File: src/rtl/qs_chk_sat_cnt.sv
// qs_chk_sat_cnt: CW-bit counter that adds a small step when enabled and sticks at all-ones.
module qs_chk_sat_cnt #(
    parameter int unsigned CW = 16
) (
    input  logic          clk,
    input  logic          rst,
    input  logic          en,
    input  logic [1:0]    step,
    output logic [CW-1:0] cnt
);

    logic [CW:0] sum;

    // One guard bit is enough: step never exceeds 3, so any overflow lands in sum[CW].
    always_comb begin
        sum = {1'b0, cnt} + {{(CW - 1){1'b0}}, step};
    end

    always_ff @(posedge clk or posedge rst) begin
        if (rst) begin
            cnt <= '0;
        end else if (en) begin
            cnt <= sum[CW] ? '1 : sum[CW-1:0];
        end
    end

endmodule

File: config.mk
export PLATFORM = sky130hd
export DESIGN_NAME = qs_chk_sat_cnt
export DESIGN_NICKNAME = d
export VERILOG_FILES = /design/src/rtl/qs_chk_sat_cnt.sv
export SDC_FILE = /design/constraint.sdc
export NUM_CORES = 1
export LEC_CHECK = 0
export ABC_AREA = 1
export CORE_MARGIN = 4
export CORE_UTILIZATION = 47
export CTS_BUF_LIST = sky130_fd_sc_hd__clkbuf_4
export CTS_CLUSTER_DIAMETER = 120
export CTS_CLUSTER_SIZE = 20
export DETAILED_ROUTE_END_ITERATION = 16
export PLACE_DENSITY = 0.77
export SKIP_LAST_GASP = 1
export SYNTH_ARGS = -nofsm -noshare
export SYNTH_HDL_FRONTEND = slang
export SYNTH_SLANG_ARGS = --single-unit
File: constraint.sdc
create_clock -name clk -period 1.55 [get_ports clk]
set_input_delay 0.31 -clock clk [delete_from_list [all_inputs] [get_ports clk]]
set_output_delay 0.31 -clock clk [all_outputs]
set_load 0.05 [all_outputs]
* Word level (Yosys, flattened, before mapping) *
Cells that the tools add are included.

operators by class
  $add $sub $neg = 1
  muxes and demuxes = 1

operators by type and width
  operator       number
  $add 16x2->17  1
  $mux 16        1

word-level totals
  register bits after elaboration = 16
  output and inout bits = 16
  word-level logic and storage cells = 3

* Logic depth before layout (Yosys ltp) *
  word-level depth = 2
  mapped depth = 9
  mapped depth without buffers = 9

* Least setup slack after synthesis *
No wires, ideal clock.

  path kind = flip-flop to flip-flop
  from = register cnt[0]
  to = register cnt[8]
  data arrival time = 1.941 ns
  path slack = -0.517 ns
  cell stages (with the launch flop) = 10
  path buffers = 0
  clock period less this slack = 2.067 ns
  cells stage by stage = dfrtp_1 ha_1 inv_1 fa_1 inv_1 nand3_1 nor2_1 nand3_1 nand2_1 nand3_1

between the ends
  word-level cells in the longest chain between the ends = 2

RTL lines
  what                    RTL line  source
  from (decl)             9         output logic [CW-1:0] cnt
  from (signal assigned)  23        cnt <= sum[CW] ? '1 : sum[CW-1:0];
  $add 16x2->17           16        sum = {1'b0, cnt} + {{(CW - 1){1'b0}}, step};
  $mux 16                 23

No other way between the ends.
A chain may end at the register's enable or synchronous reset.

* Final worst setup path *
  from = register cnt[0]
  to = register cnt[11]

The elaborated chain is that of the path after synthesis.

==> impl_metrics.toml <==
[synthesis]
synth_top_area_cell = "dfrtp_1"
synthXorXnorAreaFrac = 0.0175
ys_seq_area_frac = 0.400
synthAdderAreaFrac = 0.0450
synth_cell_type_count = 21
syn_nets = 134
postSynthAreaPerCell_sq_um = 7.94
synthesis.instances = 126
synthMuxAreaShare = 0
synth_compound_area_frac = 0.0300
synth-seq-cells = 16
synth.top_cell.area_share = 0.400
syn_area_sq_mm = 0.00100
ys_warn_count = 0
synth_top_family_by_area = "simple AND/OR/NAND/NOR gates"
yosys-top-cells-area = "dfrtp_1 40%, nand2_1 12%, nand3_1 8.0%, inv_1 7.9%, nand3_2 5.0%"
synthSimpleGateAreaFrac = 0.413

[final_layout]
layout_common_cells = "30 x nand2_1, 18 x inv_1, 16 x buf_12"
n_antenna_cell = 0
syn_to_final_growth_pct = 56.7
drive_gt1_frac = 0.383
largest-register = "cnt"
top_regs = "cnt x16"
final_util = 0.784
num-nets-final = 171
final_common_cell = "nand2_1"
nFillCells = 125
fin_cells = 189
multi_input_area_sq_um = 572
largest_reg_flops = 16
final-seq-area_sq_um = 403

[clock_tree]
clock_sinks = 16
cts_tree = "done"
cts_root_buffer = "clkbuf_4"
clk_path_buf_depth = 2
clk_pin_slew_worst_paths_ps = 100
cts_hold_buf = 0
h-tree-depth = 1
clock_latency_ps = 290
numCtsBuffers = 3

[detailed_routing]
wl_per_cell_um = 13.9
via_per_inst = 5.38
dr_total_vias = 1016
wl_um = 2640
drc = 0
ant_nets = 0
drt_iter0_drc = 25
drt-pass1-iter-count = 4

[grt]
grt_max_degree = 17
grt_overflow_total = 0
track_usage = 0.214
antenna_found_initial = 0
grt_pass1_wl_um = 4510
grt_pass1_vias = 1068

[setup_path]
crit_fanout = 7
cp-end-kind = "flop"
startpoint_type = "flop"
reg2reg_slack_ps = -140
required_ps = 1770
crit_arrival_ps = 1910
r2r_start = "cnt[0]$_DFFE_PP0P_"
timing.rr.end = "cnt[11]$_DFFE_PP0P_"
worst_r2r_path_depth = 8
worstSetupPathType = "flop to flop"

[timing]
post-route-worst-setup-slack_ps = -139
worst_pin_slew_ps = 273
final-max-slew-violation-count = 0
finalHoldViolCount = 0
setup_viol = 15
maxSlewHeadroom = 0.818
fin_crit_ps = 1690
skew_ps = 10.1
period_share = 1.09
rsz0062_at_grt = "yes"
fmax_mhz = 592

[floorplanning]
rows = 16
pin_count = 21
start_util = 0.500
die_w_um = 54.2
die-area_sq_mm = 0.00293
dieHeight_um = 54.2
core_area_sq_mm = 0.00200

[pwr]
peakVddDrop_mv = 1.50
power_density_mw_per_mm2 = 1360
leakagePower_nw = 0.785
fin_total_pwr_mw = 2.14

[run]
drv_cap = 0

[placed_design]
gp_congestion = 0.810
io_buffers = 20
dp_hpwl_um = 1860
place_inst = 183

[run_status]
violations = "setup timing"
status = "finished, violations left"

[hold_path]
holdCritPathClass = "primary input to asynchronous set/reset pin"
## cells in the mapped netlist (all sizes together)
library cell and instances:
nand3 22, fa 1, ha 2, a21oi 1, nand2 34, nor3 1
inv 21, dfrtp 16, nand4 6, or2 3, buf 2, nand3b 1
xor2 2, nor2 9, o21ai 5
## per-stage QoR
stage / TNS [ps] / worst slack (ps) / hold WS (ps) / area, sq um
after floorplan: -3410 / -261 / 224 / 1020
after global placement: -7930 / -525 / 528 / 1490
after detailed placement: -8660 / -585 / 540 / 1490
after CTS: -1890 / -140 / 331 / 1560
after global routing: -3830 / -266 / 348 / 1570
final: -1660 / -139 / 317 / 1570
## per-layer routing
| metal | vias up | part of all wire | track usage |
|---|---|---|---|
| met5 | - | 0 | 0 |
| met3 | 6 | 0.065 | 0.0360 |
| met2 | 34 | 0.54 | 0.384 |
| met4 | 0 | 0.014 | 0.0954 |
| li1 | 475 | - | - |
| met1 | 501 | 0.38 | 0.243 |
## area by class of cell
type / count / area share
Tap cell: 27 / 0.0215
Sequential cell: 16 / 0.257
Timing Repair Buffer: 33 / 0.290
Clock buffer: 3 / 0.0144
Multi-Input combinational cell: 88 / 0.364
Clock inverter: 1 / 0.00239
Inverter: 21 / 0.0502
## kinds of logic after synthesis
family,Yosys count
buf+inv,23
simple gates,76
fa+ha+maj,3
flops,16
xor+xnor,2
compound gates,6
## how the worst max path moves through the flow
stage                        from                   to  slack [ps]  depth (start not counted)
6_report       cnt[0]$_DFFE_PP0P_  cnt[11]$_DFFE_PP0P_        -140                          8
3_3_place_gp              step[0]   cnt[9]$_DFFE_PP0P_        -520                          9
2_1_floorplan  cnt[0]$_DFFE_PP0P_   cnt[7]$_DFFE_PP0P_        -260                          9
3_5_place_dp              step[0]   cnt[5]$_DFFE_PP0P_        -590                          9
5_1_grt        cnt[0]$_DFFE_PP0P_   cnt[6]$_DFFE_PP0P_        -270                          8
4_1_cts        cnt[0]$_DFFE_PP0P_   cnt[2]$_DFFE_PP0P_        -140                          8
## power breakdown
part           leakage [nW]  internal (mW)  switching (mW)
logic                 0.564          0.590           0.668
clock network        0.0154         0.0936           0.137
registers             0.205          0.513           0.139
total                 0.785           1.20           0.944
## worst max-delay path, cell delays in order, from the launching register on
cell	delay, ps
dfrtp_2	390
ha_4	130
inv_2	30
fa_2	330
inv_2	70
nand4_1	150
nor2_4	220
nand3_4	190
nand3_2	110
## repair_timing
action / CTS / global route
pin swaps: 5 / 6
gates cloned: 1 / 0
buffers inserted: 1 / 0
setup endpoints to repair: 16 / 16
hold endpoints to repair: 0 / 0
gates resized for setup: 10 / 3
No activity file was read; power rests on OpenSTA's default activity.
==> RTL change, RTL diff (same flow settings) <==
Put one more register stage on the output `cnt`, with the module's reset. The value now appears one clock later.
--- a/src/rtl/qs_chk_sat_cnt.sv
+++ b/src/rtl/qs_chk_sat_cnt.sv
@@ -9,18 +9,28 @@
     output logic [CW-1:0] cnt
 );
 
+    logic [CW-1:0] cnt_s0;
+
     logic [CW:0] sum;
 
     // One guard bit is enough: step never exceeds 3, so any overflow lands in sum[CW].
     always_comb begin
-        sum = {1'b0, cnt} + {{(CW - 1){1'b0}}, step};
+        sum = {1'b0, cnt_s0} + {{(CW - 1){1'b0}}, step};
+    end
+
+    always_ff @(posedge clk or posedge rst) begin
+        if (rst) begin
+            cnt_s0 <= '0;
+        end else if (en) begin
+            cnt_s0 <= sum[CW] ? '1 : sum[CW-1:0];
+        end
     end
 
     always_ff @(posedge clk or posedge rst) begin
         if (rst) begin
             cnt <= '0;
-        end else if (en) begin
-            cnt <= sum[CW] ? '1 : sum[CW-1:0];
+        end else begin
+            cnt <= cnt_s0;
         end
     end
 
Formal check against the unedited RTL: not equivalent (Yosys sat finds a counterexample within 4 cycles, from zero or initial values and one cycle with rst high).
==> RTL change against the unedited design <==
  * The flow still finishes with violations (negative setup slack)
  * Utilization shrank 6.4 points
  * Power grew 36%
  * Via count grew 21%
  * Critical path depth grew 2
  * Routed wire length grew 27%
  * Synthesized cell count grew 26%
  * Sequential share of layout area grew 14 points
  * Worst setup slack lost 90 ps
  * Sequential cell count grew 16
  * Critical path type unchanged
  * Cell area grew 30%
  * Area after synthesis grew 43%
  * Die area grew 36%
==> RTL change: results (changes against the unedited design) <==
fillerInstances: 191  # +53%
critPathMaxStageDelay_ps: 370  # -20 ps
avgSynthCellArea_sq_um: 9.00  # +13%
layout.cells.non_filler: 236  # +25%
dp.cells: 221  # +21%
grt_pass1_wl_microns: 5480  # +21%
critPathMaxFanout: 3  # -4
cts-buffers-inserted: 5  # +2
final-setup-viol-count: 16  # +1
h-tree-depth: 2  # +1
ys_seq_area_frac: 0.559  # +0.159
violations: "negative setup slack"
synth.distinct_cells: 20  # -4.8%
wl_per_cell_microns: 14.2  # +1.7%
p_leak_uw: 0.000983  # +25%
relSlewSlack: 0.600  # -0.218
viasPerCell: 5.21  # -3.0%
reg_top3: "cnt: 16 flops, cnt_s0: 16 flops"
status: "finished with violations"
synthTopCellsByArea: "dfrtp_1 (56%), nand2_1 (10%), inv_1 (5.5%), nor2_1 (5.2%), nand3_1 (4.5%)"
grt_max_degree: 33  # +16
synth_common_cells: "nand2_1 (39), dfrtp_1 (32), inv_1 (21)"
pre_cts_ws_ps: -681  # -96.0 ps
drive_gt1_frac: 0.351  # -0.0315
hpwlAfterDp_microns: 2110  # +13%
worst_slack_ps: -229  # -89.7 ps
arrival_ps: 2020  # +110 ps
==> RTL change: cell count changes in the layout (fill, tap and decap cells not counted), sizes merged, moves of 2 or more <==
cell    before  now
buf         29   35
clkbuf       3    6
dfrtp       16   32
nand2       34   44
nand3       23   16
nor2         9   23
o21ai        5    3
or2          3    0
xor2         2    4
==> RTL change: report_power, final <==
group          switching [uW]  leakage [uW]  internal (uW)
Sequential                168      0.000387           1000
Clock                     284     0.0000456            355
Combinational             641      0.000551            464
==> RTL change: final timing paths <==
path                                   startpoint  slack [ps]  cells after the start                     to
min in group clk           cnt_s0[14]$_DFFE_PP0P_         430                      0      cnt[14]$_DFF_PP0_
min                                           rst         300                      3      cnt[10]$_DFF_PP0_
min reg2reg                cnt_s0[14]$_DFFE_PP0P_         430                      0      cnt[14]$_DFF_PP0_
max in group asynchronous                     rst        1070                      3       cnt[6]$_DFF_PP0_
max                         cnt_s0[0]$_DFFE_PP0P_        -230                     10  cnt_s0[8]$_DFFE_PP0P_
max reg2reg                 cnt_s0[0]$_DFFE_PP0P_        -230                     10  cnt_s0[8]$_DFFE_PP0P_
==> RTL change: routing by layer <==
| layer | routed length, microns | GRT usage |
|---|---|---|
| met1 | 1380 | 0.200 |
| met2 | 1690 | 0.304 |
| met3 | 180 | 0.0462 |
| met4 | 95 | 0.121 |
| met5 | 0 | 0 |
==> RTL change: per-stage QoR <==
stage | area (sq um) | power [uW] | setup TNS [ps]
after global routing | 2040 | 3080 | -3820
after CTS | 1960 | 2850 | -2470
final | 2040 | 2920 | -2530
after detailed placement | 1810 | 2170 | -9640
after global placement | 1810 | 2150 | -8340
after floorplan | 1440 | 1750 | -367
==> RTL change: area by class of cell <==
class | count | area share
Clock buffer | 6 | 0.0221
Clock inverter | 2 | 0.0172
Inverter | 21 | 0.0387
Multi-Input combinational cell | 105 | 0.313
Sequential cell | 32 | 0.393
Tap cell | 31 | 0.0190
Timing Repair Buffer | 39 | 0.197
==> RTL change: cell families (layout without fill, tap and decap cells) <==
group | Yosys count | count (layout) | share of synthesized area
AND/OR/NAND/NOR | 90 | 91 | 0.289
flip-flops | 32 | 32 | 0.559
buffers and inverters | 23 | 68 | 0.0664
AO/OA/AOI/OAI | 6 | 6 | 0.0227
XOR/XNOR | 5 | 5 | 0.0306
adder cells (fa/ha/maj) | 3 | 3 | 0.0315
==> RTL change: worst register-to-register path, cell delays in order (launching register included) <==
cell and delay [ps]:
dfrtp_1 360, ha_2 200, inv_2 40, fa_2 370, nor2_4 140, nand2_4 80
nor2_4 170, buf_6 140, nand2_1 50, nand2_1 70, nand2_1 50
==> RTL change: timing repair <==
item                                    CTS  global route
resized for setup                         9            16
buffers inserted                          3             3
cloned                                    1             0
endpoints found under the setup margin   16            16
pin swaps                                10            13
